==> src/rtl/mul_share_arb_if.sv <==
// Bundle of the requester, multiplier and response signals around mul_share_arb.
//   slave  : arbiter view (takes requests, drives the multiplier, returns responses)
//   master : environment view (requesters, multiplier and response consumer)
// Requester r owns req_valid[r], req_ready[r] and operand bytes req_a/req_b[8r+7:8r].
interface mul_share_arb_if #(
  parameter int NREQ = 4,
  parameter int IDW  = 2
);
  logic [NREQ-1:0]   req_valid;
  logic [NREQ-1:0]   req_ready;
  logic [8*NREQ-1:0] req_a;
  logic [8*NREQ-1:0] req_b;
  logic              mul_start;
  logic [7:0]        mul_a;
  logic [7:0]        mul_b;
  logic              mul_done;
  logic [7:0]        mul_p;
  logic              rsp_valid;
  logic              rsp_ready;
  logic [IDW-1:0]    rsp_id;
  logic [7:0]        rsp_data;
  logic              rsp_err;
  logic              busy;

  modport slave (
    input  req_valid, req_a, req_b, mul_done, mul_p, rsp_ready,
    output req_ready, mul_start, mul_a, mul_b, rsp_valid, rsp_id, rsp_data, rsp_err, busy
  );

  modport master (
    output req_valid, req_a, req_b, mul_done, mul_p, rsp_ready,
    input  req_ready, mul_start, mul_a, mul_b, rsp_valid, rsp_id, rsp_data, rsp_err, busy
  );
endinterface

==> src/rtl/mul_share_arb.sv <==
// Round-robin arbiter/sequencer sharing one multi-cycle 8x8 multiplier among
// NREQ requesters. One operand pair is accepted per transaction, issued with a
// one-cycle start pulse, and the mod-256 product (or a timeout abort) is
// returned tagged with the requester index.
//   clk   : rising-edge clock
//   rst_n : asynchronous active-low reset
//   bus   : mul_share_arb_if.slave (requests, multiplier handshake, response, busy)
//
// state | meaning
// IDLE  | arbitrating; req_ready one-hot to the round-robin winner
// ISSUE | mul_start pulse, wait counter cleared
// WAIT  | waiting for mul_done or timeout
// RESP  | response held until rsp_ready
module mul_share_arb #(
  parameter int NREQ    = 4,
  parameter int TIMEOUT = 16,
  parameter int IDW     = 2
) (
  input logic            clk,
  input logic            rst_n,
  mul_share_arb_if.slave bus
);
  localparam int CW = $clog2(TIMEOUT);

  typedef enum logic [1:0] {IDLE, ISSUE, WAIT, RESP} state_t;

  state_t          state, stateNxt;
  logic [IDW-1:0]  ptr;
  logic [IDW-1:0]  winner;
  logic [IDW-1:0]  cand;
  logic            anyValid;
  logic            accept;
  logic            bypass;
  logic            timeoutHit;
  logic [CW-1:0]   waitCnt;
  logic [7:0]      aArr [NREQ];
  logic [7:0]      bArr [NREQ];
  logic [7:0]      winA, winB;
  logic [7:0]      aReg, bReg, dataReg;
  logic [IDW-1:0]  idReg;
  logic            errReg;
  logic [NREQ-1:0] grant;

  always_comb begin
    for (int j = 0; j < NREQ; j++) begin
      aArr[j] = bus.req_a[8*j +: 8];
      bArr[j] = bus.req_b[8*j +: 8];
    end
  end

  // Search upward from ptr+1; the last winner ends up lowest priority.
  always_comb begin
    winner   = '0;
    cand     = '0;
    anyValid = 1'b0;
    for (int i = 1; i <= NREQ; i++) begin
      cand = IDW'((int'(ptr) + i) % NREQ);
      if (!anyValid && bus.req_valid[cand]) begin
        anyValid = 1'b1;
        winner   = cand;
      end
    end
  end

  assign winA       = aArr[winner];
  assign winB       = bArr[winner];
  assign accept     = (state == IDLE) && anyValid;
  assign bypass     = (winA == 8'd0) || (winB == 8'd0);
  // Counter holds k in the k-th WAIT cycle, so the last allowed cycle is TIMEOUT-1.
  assign timeoutHit = (waitCnt == CW'(TIMEOUT - 1));

  always_comb begin
    grant = '0;
    for (int j = 0; j < NREQ; j++) begin
      grant[j] = accept && (winner == IDW'(j));
    end
  end

  always_ff @(posedge clk or negedge rst_n) begin
    if (!rst_n) state <= IDLE;
    else        state <= stateNxt;
  end

  always_comb begin
    stateNxt = state;
    case (state)
      IDLE:  if (accept) stateNxt = bypass ? RESP : ISSUE;
      ISSUE: stateNxt = WAIT;
      WAIT:  if (bus.mul_done || timeoutHit) stateNxt = RESP;
      RESP:  if (bus.rsp_ready) stateNxt = IDLE;
      default: stateNxt = IDLE;
    endcase
  end

  always_ff @(posedge clk or negedge rst_n) begin
    if (!rst_n) begin
      ptr     <= IDW'(NREQ - 1);
      aReg    <= '0;
      bReg    <= '0;
      idReg   <= '0;
      dataReg <= '0;
      errReg  <= 1'b0;
      waitCnt <= '0;
    end else begin
      case (state)
        IDLE: begin
          if (accept) begin
            ptr     <= winner;
            aReg    <= winA;
            bReg    <= winB;
            idReg   <= winner;
            dataReg <= '0;
            errReg  <= 1'b0;
          end
        end
        ISSUE: waitCnt <= '0;
        WAIT: begin
          waitCnt <= waitCnt + CW'(1);
          // done wins over a coincident timeout
          if (bus.mul_done) begin
            dataReg <= bus.mul_p;
            errReg  <= 1'b0;
          end else if (timeoutHit) begin
            dataReg <= '0;
            errReg  <= 1'b1;
          end
        end
        default: ;
      endcase
    end
  end

  assign bus.req_ready = grant;
  assign bus.mul_start = (state == ISSUE);
  assign bus.mul_a     = aReg;
  assign bus.mul_b     = bReg;
  assign bus.rsp_valid = (state == RESP);
  assign bus.rsp_id    = idReg;
  assign bus.rsp_data  = dataReg;
  assign bus.rsp_err   = errReg;
  assign bus.busy      = (state != IDLE);
endmodule
==> src/flat_wrapper.sv <==
// flat-port wrapper written by rule: the top's interface ports become plain ports
module mul_share_arb_flat 
#(
  parameter int NREQ    = 4,
  parameter int TIMEOUT = 16,
  parameter int IDW     = 2
)
  (clk, rst_n, bus_req_valid, bus_req_a, bus_req_b, bus_mul_done, bus_mul_p, bus_rsp_ready, bus_req_ready, bus_mul_start, bus_mul_a, bus_mul_b, bus_rsp_valid, bus_rsp_id, bus_rsp_data, bus_rsp_err, bus_busy);
  mul_share_arb_if #(.NREQ(NREQ), .IDW(IDW)) bus_i ();
  input logic clk;
  input logic rst_n;
  input wire logic [$bits(bus_i.req_valid)-1:0] bus_req_valid;
  input wire logic [$bits(bus_i.req_a)-1:0] bus_req_a;
  input wire logic [$bits(bus_i.req_b)-1:0] bus_req_b;
  input wire logic [$bits(bus_i.mul_done)-1:0] bus_mul_done;
  input wire logic [$bits(bus_i.mul_p)-1:0] bus_mul_p;
  input wire logic [$bits(bus_i.rsp_ready)-1:0] bus_rsp_ready;
  output wire logic [$bits(bus_i.req_ready)-1:0] bus_req_ready;
  output wire logic [$bits(bus_i.mul_start)-1:0] bus_mul_start;
  output wire logic [$bits(bus_i.mul_a)-1:0] bus_mul_a;
  output wire logic [$bits(bus_i.mul_b)-1:0] bus_mul_b;
  output wire logic [$bits(bus_i.rsp_valid)-1:0] bus_rsp_valid;
  output wire logic [$bits(bus_i.rsp_id)-1:0] bus_rsp_id;
  output wire logic [$bits(bus_i.rsp_data)-1:0] bus_rsp_data;
  output wire logic [$bits(bus_i.rsp_err)-1:0] bus_rsp_err;
  output wire logic [$bits(bus_i.busy)-1:0] bus_busy;
  assign bus_i.req_valid = bus_req_valid;
  assign bus_i.req_a = bus_req_a;
  assign bus_i.req_b = bus_req_b;
  assign bus_i.mul_done = bus_mul_done;
  assign bus_i.mul_p = bus_mul_p;
  assign bus_i.rsp_ready = bus_rsp_ready;
  assign bus_req_ready = bus_i.req_ready;
  assign bus_mul_start = bus_i.mul_start;
  assign bus_mul_a = bus_i.mul_a;
  assign bus_mul_b = bus_i.mul_b;
  assign bus_rsp_valid = bus_i.rsp_valid;
  assign bus_rsp_id = bus_i.rsp_id;
  assign bus_rsp_data = bus_i.rsp_data;
  assign bus_rsp_err = bus_i.rsp_err;
  assign bus_busy = bus_i.busy;
  mul_share_arb #(.NREQ(NREQ), .TIMEOUT(TIMEOUT), .IDW(IDW)) u_core (.clk(clk), .rst_n(rst_n), .bus(bus_i));
endmodule
==> config.mk <==
export PLATFORM = sky130hd
export DESIGN_NAME = mul_share_arb_flat
export DESIGN_NICKNAME = d
export VERILOG_FILES = /design/src/rtl/mul_share_arb_if.sv /design/src/rtl/mul_share_arb.sv /design/src/flat_wrapper.sv
export SDC_FILE = /design/constraint.sdc
export NUM_CORES = 1
export LEC_CHECK = 0
export ABC_AREA = 1
export CAP_MARGIN = 30
export CORE_MARGIN = 2
export CORE_UTILIZATION = 41
export DETAILED_ROUTE_END_ITERATION = 10
export PLACE_DENSITY = 0.88
export SYNTH_ARGS = -nofsm -noshare
export SYNTH_HDL_FRONTEND = slang
export SYNTH_SLANG_ARGS = --single-unit
export TNS_END_PERCENT = 1
==> constraint.sdc <==
create_clock -name clk -period 3.35 [get_ports clk]
set_clock_uncertainty 0.15 [all_clocks]
set_input_delay 0.67 -clock clk [delete_from_list [all_inputs] [get_ports clk]]
set_output_delay 0.67 -clock clk [all_outputs]
set_load 0.05 [all_outputs]
# == After elaboration in Yosys (flattened, before gate mapping) ==
# Cells that the tools add are included.
# op_classes
add_sub_neg,5
order_cmp,5
eq_ne,11
muxes,36
bitwise,1
reduce_logical,23
# ops
operator,count
8-bit 2-to-1 mux,7
8-bit binary-select mux with 2-bit select,2
8-bit logical NOT,2
2-bit 2-to-1 mux,8
8-bit one-hot mux with 2 select lines,1
"2-bit by 3-bit < comparator with 1-bit output, second input constant",4
1-bit 2-to-1 mux,11
1-bit binary-select mux with 2-bit select,4
"2-bit equality test, second input constant",4
1-bit logical AND,8
2-bit one-hot mux with 4 select lines,1
4-bit one-hot mux with 2 select lines,1
3-bit AND reduction,2
2-bit nonzero test,3
"2-bit by 1-bit adder with 2-bit output, second input constant",2
"2-bit adder, second input constant",2
"4-bit by 1-bit adder with 4-bit output, second input constant",1
"2-bit by 1-bit equality test with 1-bit output, second input constant",2
"4-bit equality test, second input constant",1
2-bit logical NOT,2
"2-bit by 1-bit != test with 1-bit output, second input constant",2
"3-bit greater-or-equal comparator, second input constant",1
1-bit logical NOT,3
"3-bit by 2-bit != test with 1-bit output, second input constant",1
other kinds (5),6
# totals
regBits,35
in_bits,80
out_inout_bits,34
elab_cells,89

# == Depth between registers and ports, before layout ==
# depth
ltp_word,22
ltp_mapped,21
ltp_nobuf,19

# == Least setup slack after synthesis ==
# OpenSTA, ideal clock, no wires.
# synth_timing
path_kind,register to output
from,register u_core.ptr[1]
to,output port bus_req_ready[1]
arrival_time_ps,2675
t_required_ps,2530
path_slack_ps,-145
path_stages_with_launch,15
n_path_buf,2
cell_sequence,dfstp_2 buf_2 inv_2 nand2_1 nand2_1 nand2_1 nand2_2 inv_1 nand2_1 nor2_1 nand2_2 nand2_4 buf_4 inv_1 nor3_1
# synth_via
elab_chain_cells,15
elab_cells_between_ends,29
classes_between,add/sub: 4; eq/ne: 1; mux: 16; reduce/logical: 8
# synth_lines
element,line,rtl
start: declaration,mul_share_arb.sv:28,logic [IDW-1:0] ptr;
start signal: assignment,mul_share_arb.sv:97,ptr <= IDW'(NREQ - 1);
start signal: assignment,mul_share_arb.sv:108,ptr <= winner;
2-bit by 1-bit adder with 2-bit output,mul_share_arb.sv:57,cand = IDW'((int'(ptr) + i) % NREQ);
1-bit binary-select mux with 2-bit select,mul_share_arb.sv:58,if (!anyValid && bus.req_valid[cand]) begin
1-bit 2-to-1 mux (not written as such),mul_share_arb.sv:58,
1-bit 2-to-1 mux,mul_share_arb.sv:58,
1-bit logical NOT,mul_share_arb.sv:58,
1-bit logical AND,mul_share_arb.sv:58,
1-bit 2-to-1 mux,mul_share_arb.sv:58,
1-bit logical NOT,mul_share_arb.sv:58,
1-bit logical AND,mul_share_arb.sv:58,
1-bit 2-to-1 mux,mul_share_arb.sv:58,
1-bit logical NOT,mul_share_arb.sv:58,
1-bit logical AND,mul_share_arb.sv:58,
2-bit 2-to-1 mux / 1-bit 2-to-1 mux (equally long branches),mul_share_arb.sv:58,
2-bit by 1-bit equality test with 1-bit output / 1-bit logical AND (equally long branches),"mul_share_arb.sv:75, mul_share_arb.sv:67",
1-bit logical AND *,mul_share_arb.sv:75,grant[j] = accept && (winner == IDW'(j));
end: declaration,flat_wrapper.sv:18,output wire logic [$bits(bus_i.req_ready)-1:0] bus_req_ready;
# Mark *: on every way between the ends. The rest lies on a longest branch, timed or not. The select of a mux whose other input is x is not followed.

# == Worst setup path after layout ==
# layout_timing
from,input port bus_req_valid[3]
to,output port bus_req_ready[2]
# layout_via
elab_chain_cells,14
elab_cells_between_ends,25
classes_between,eq/ne: 1; mux: 16; reduce/logical: 8
# layout_lines
element,line,rtl
start: declaration,flat_wrapper.sv:12,input wire logic [$bits(bus_i.req_valid)-1:0] bus_req_valid;
1-bit binary-select mux with 2-bit select,mul_share_arb.sv:58,
1-bit 2-to-1 mux (not written as such),mul_share_arb.sv:58,
1-bit 2-to-1 mux,mul_share_arb.sv:58,
1-bit logical NOT,mul_share_arb.sv:58,
1-bit logical AND,mul_share_arb.sv:58,
1-bit 2-to-1 mux,mul_share_arb.sv:58,
1-bit logical NOT,mul_share_arb.sv:58,
1-bit logical AND,mul_share_arb.sv:58,
1-bit 2-to-1 mux,mul_share_arb.sv:58,
1-bit logical NOT,mul_share_arb.sv:58,
1-bit logical AND,mul_share_arb.sv:58,
2-bit 2-to-1 mux / 1-bit 2-to-1 mux (equally long branches),mul_share_arb.sv:58,
2-bit equality test / 1-bit logical AND (equally long branches),"mul_share_arb.sv:75, mul_share_arb.sv:67",
1-bit logical AND *,mul_share_arb.sv:75,
# Marked as above.

==> out/metrics.yaml <==
synthCells: 349
synth_fp_nets: 435
via_count: 2670
floorplan.initialDensity_pct: 42.6
antenna_cells: 0
rows: 27
ios: 114
grt_pass1_vias: 2562
grt_max_degree: 36
yosys_warnings: 0
postCtsHoldBufs: 0
worst_pin_slew_ps: 793
critPathMaxFanout: 4
root_buffer: "clkbuf_8"
htreeDepth: 2
grt_pass1_wl_um: 11200
cts_tree: "done"
cp-start-kind: "input port"
p_switching_uw: 2580
syn_avg_cell_area_sq_um: 6.73
dr.pass1.iters: 5
dp.cells: 524
rsz0062_at_grt: "yes"
clkPwrFrac_pct: 8.0
syn_area_sq_um: 2350
hp-class: "in2async"
period_minus_slack_ps: 3220
io_buffer_count: 113
n_fill_cell: 503
fin_hold_ws_ps: 310
period_share_pct: 96.1
final_util_pct: 66.6
crit_arrival_ps: 2400
peakVddDrop_mv: 0.811
worstPathRequired_ps: 2530
fp.dieH_um: 79.7
drc: 0
regArea_sq_um: 878
fin_cells: 531
dieWidth_um: 79.7
p_leak_uw: 0.00169
slew_viol_final: 0
power.share.sequential_pct: 16.4
setup_tns_ps: 0
cts-resized-gates: 0
status: "completed"
globalplace.congestion: 0.876
clk_latency_ps: 290
ys_top_cells_by_area: "dfrtp_1 (35%), nand2_1 (22%), nand3_1 (15%)"
cp-end-kind: "output pin"
cts_buffers: 5
dieArea_sq_um: 6350
synth_top_area_cell: "dfrtp_1"
hold_viol: 0
clock_path_buffers: 2
max-slew-margin-rel_pct: 47.1
synth_seq_cells: 35
p_int_uw: 1990
post_drt_wl_per_cell_um: 12.7
synth_cell_types: 26
path_clk_slew_ps: 70
swShare_pct: 56.4
comb_power_share_pct: 75.6
antenna_found_initial: 0
grt_overflow: 0
max_freq_ghz: 0.311
numClockSinks: 35
fin_nets: 545
hpwl_um: 5310
grtUsageTotal_pct: 22.5
avgViaCountPerCell: 5.03
cts_setup_buffers: 0
coreArea_sq_um: 5510
drive_gt1_share_pct: 7.84
multi_input_area_sq_um: 1310
area_growth_syn_to_layout_pct: 56.3
synth_top_area_share_pct: 35.2
cap_viol_max_count: 0
critPathKind: "in2out"
drt.antenna.violating_nets: 0
cellPowerDensity_nw_per_um2: 1250
synth.yosys.seq_area_share_pct: 37.4
drt-total-wl_um: 6760
finalSetupViolations: 0
drt_iter0_drc: 130
## cells in the mapped netlist
master / instances
nand2_1: 136
nand3_1: 70
dfrtp_1: 33
o21ai_0: 28
inv_1: 17
nor2_1: 13
a21oi_1: 8
buf_2: 7
ha_1: 6
clkbuf_1: 5
buf_6: 3
nand2_2: 3
nor3_1: 3
buf_4: 2
dfstp_2: 2
inv_2: 2
nand2_4: 2
a21oi_2: 1
nand3_2: 1
nor2_2: 1
nor2_4: 1
o21ai_1: 1
o21ai_2: 1
o31ai_1: 1
xnor2_1: 1
xor2_1: 1
## stage by stage
stage / total power [uW] / cell area (sq um) / worst slack (ps)
floorplan: 3280 / 2350 / 164
global placement: 4110 / 3560 / 209
detailed placement: 4210 / 3560 / 121
CTS: 4580 / 3660 / 106
global route: 4990 / 3670 / -2.25
finish: 4570 / 3670 / 131
## layout by cell type (no fill, tap or decap), types with 2 or more instances in the layout
| master | n |
|---|---|
| buf_12 | 4 |
| buf_4 | 7 |
| nand2_4 | 2 |
| ha_1 | 6 |
| dfstp_2 | 2 |
| inv_2 | 2 |
| nand2_1 | 136 |
| dfrtp_1 | 33 |
| nand2_2 | 3 |
| inv_1 | 17 |
| nand3_1 | 70 |
| o21ai_0 | 28 |
| a21oi_1 | 8 |
| nor2_1 | 10 |
| clkbuf_8 | 5 |
| clkdlybuf4s50_1 | 108 |
| nor2_2 | 4 |
| nor3_1 | 2 |
## cells by family (layout without fill, tap and decap cells)
group	Yosys count	count (layout)	synth area share [%]
compound gates	40	40	8.95
xor+xnor	2	2	0.746
fa+ha+maj	6	6	3.20
flops	35	35	37.4
simple gates	230	230	42.3
buf+inv	36	146	7.41
## power by group through the flow
| stage | clock network [uW] | logic [uW] | registers, uW |
|---|---|---|---|
| detailed placement | 0 | 3460 | 752 |
| floorplan | 0 | 2070 | 1220 |
| CTS | 370 | 3470 | 747 |
| global route | 398 | 3820 | 771 |
| global placement | 0 | 3370 | 742 |
| finish | 366 | 3460 | 749 |
## worst max-delay path, stage by stage
cell and delay [ps]:
clkdlybuf4s50_1 420, inv_1 70, nand2_1 60, nand3_1 110
nand2_1 100, nor2_4 140, nand2_1 70, nor2_2 120
nand2_1 110, nand2_4 100, nand2_1 110, nor2_2 160
buf_12 150
## worst paths after layout
check | from | to | slack, ps | cells past startpoint
worst max-delay path | bus_req_valid[3] | bus_req_ready[2] | 130 | 13
worst min-delay path | rst_n | u_core.bus.mul_a[4]$_DFFE_PN0P_ | 310 | 1
worst max register to register | u_core.ptr[0]$_DFFE_PN1P_ | u_core.state[1]$_DFFE_PN0P_ | 660 | 20
worst min register to register | u_core.bus.rsp_data[2]$_DFFE_PN0P_ | u_core.bus.rsp_data[2]$_DFFE_PN0P_ | 330 | 2
max in group asynchronous | rst_n | u_core.bus.mul_a[7]$_DFFE_PN0P_ | 2230 | 1
min in group clk | u_core.bus.rsp_data[2]$_DFFE_PN0P_ | u_core.bus.rsp_data[2]$_DFFE_PN0P_ | 330 | 2
## routing by layer
layer,global-route usage (%),part of all wire (%),vias up
met5,0,0,-
met4,8.10,1.5,0
met3,5.66,7.0,11
met2,41.8,52,100
met1,24.4,40,1206
li1,-,-,1353
## cell type report
type / count / share of cell area, %
clock inverter: 1 / 0.818
tap: 72 / 2.45
sequential: 35 / 23.9
multi-input combinational: 278 / 35.7
clock buffer: 6 / 1.98
timing repair buffer: 120 / 33.2
inverter: 19 / 1.94
## state kept, by name (all words and copies together) (netlist names)
register / flops
u_core.bus.rsp_id: 2
u_core.ptr: 2
u_core.bus.mul_b: 8
u_core.bus.rsp_data: 8
u_core.state: 2
u_core.bus.mul_a: 8
u_core.waitCnt: 4
u_core.bus.rsp_err: 1
(Power assumes the default switching activity.)
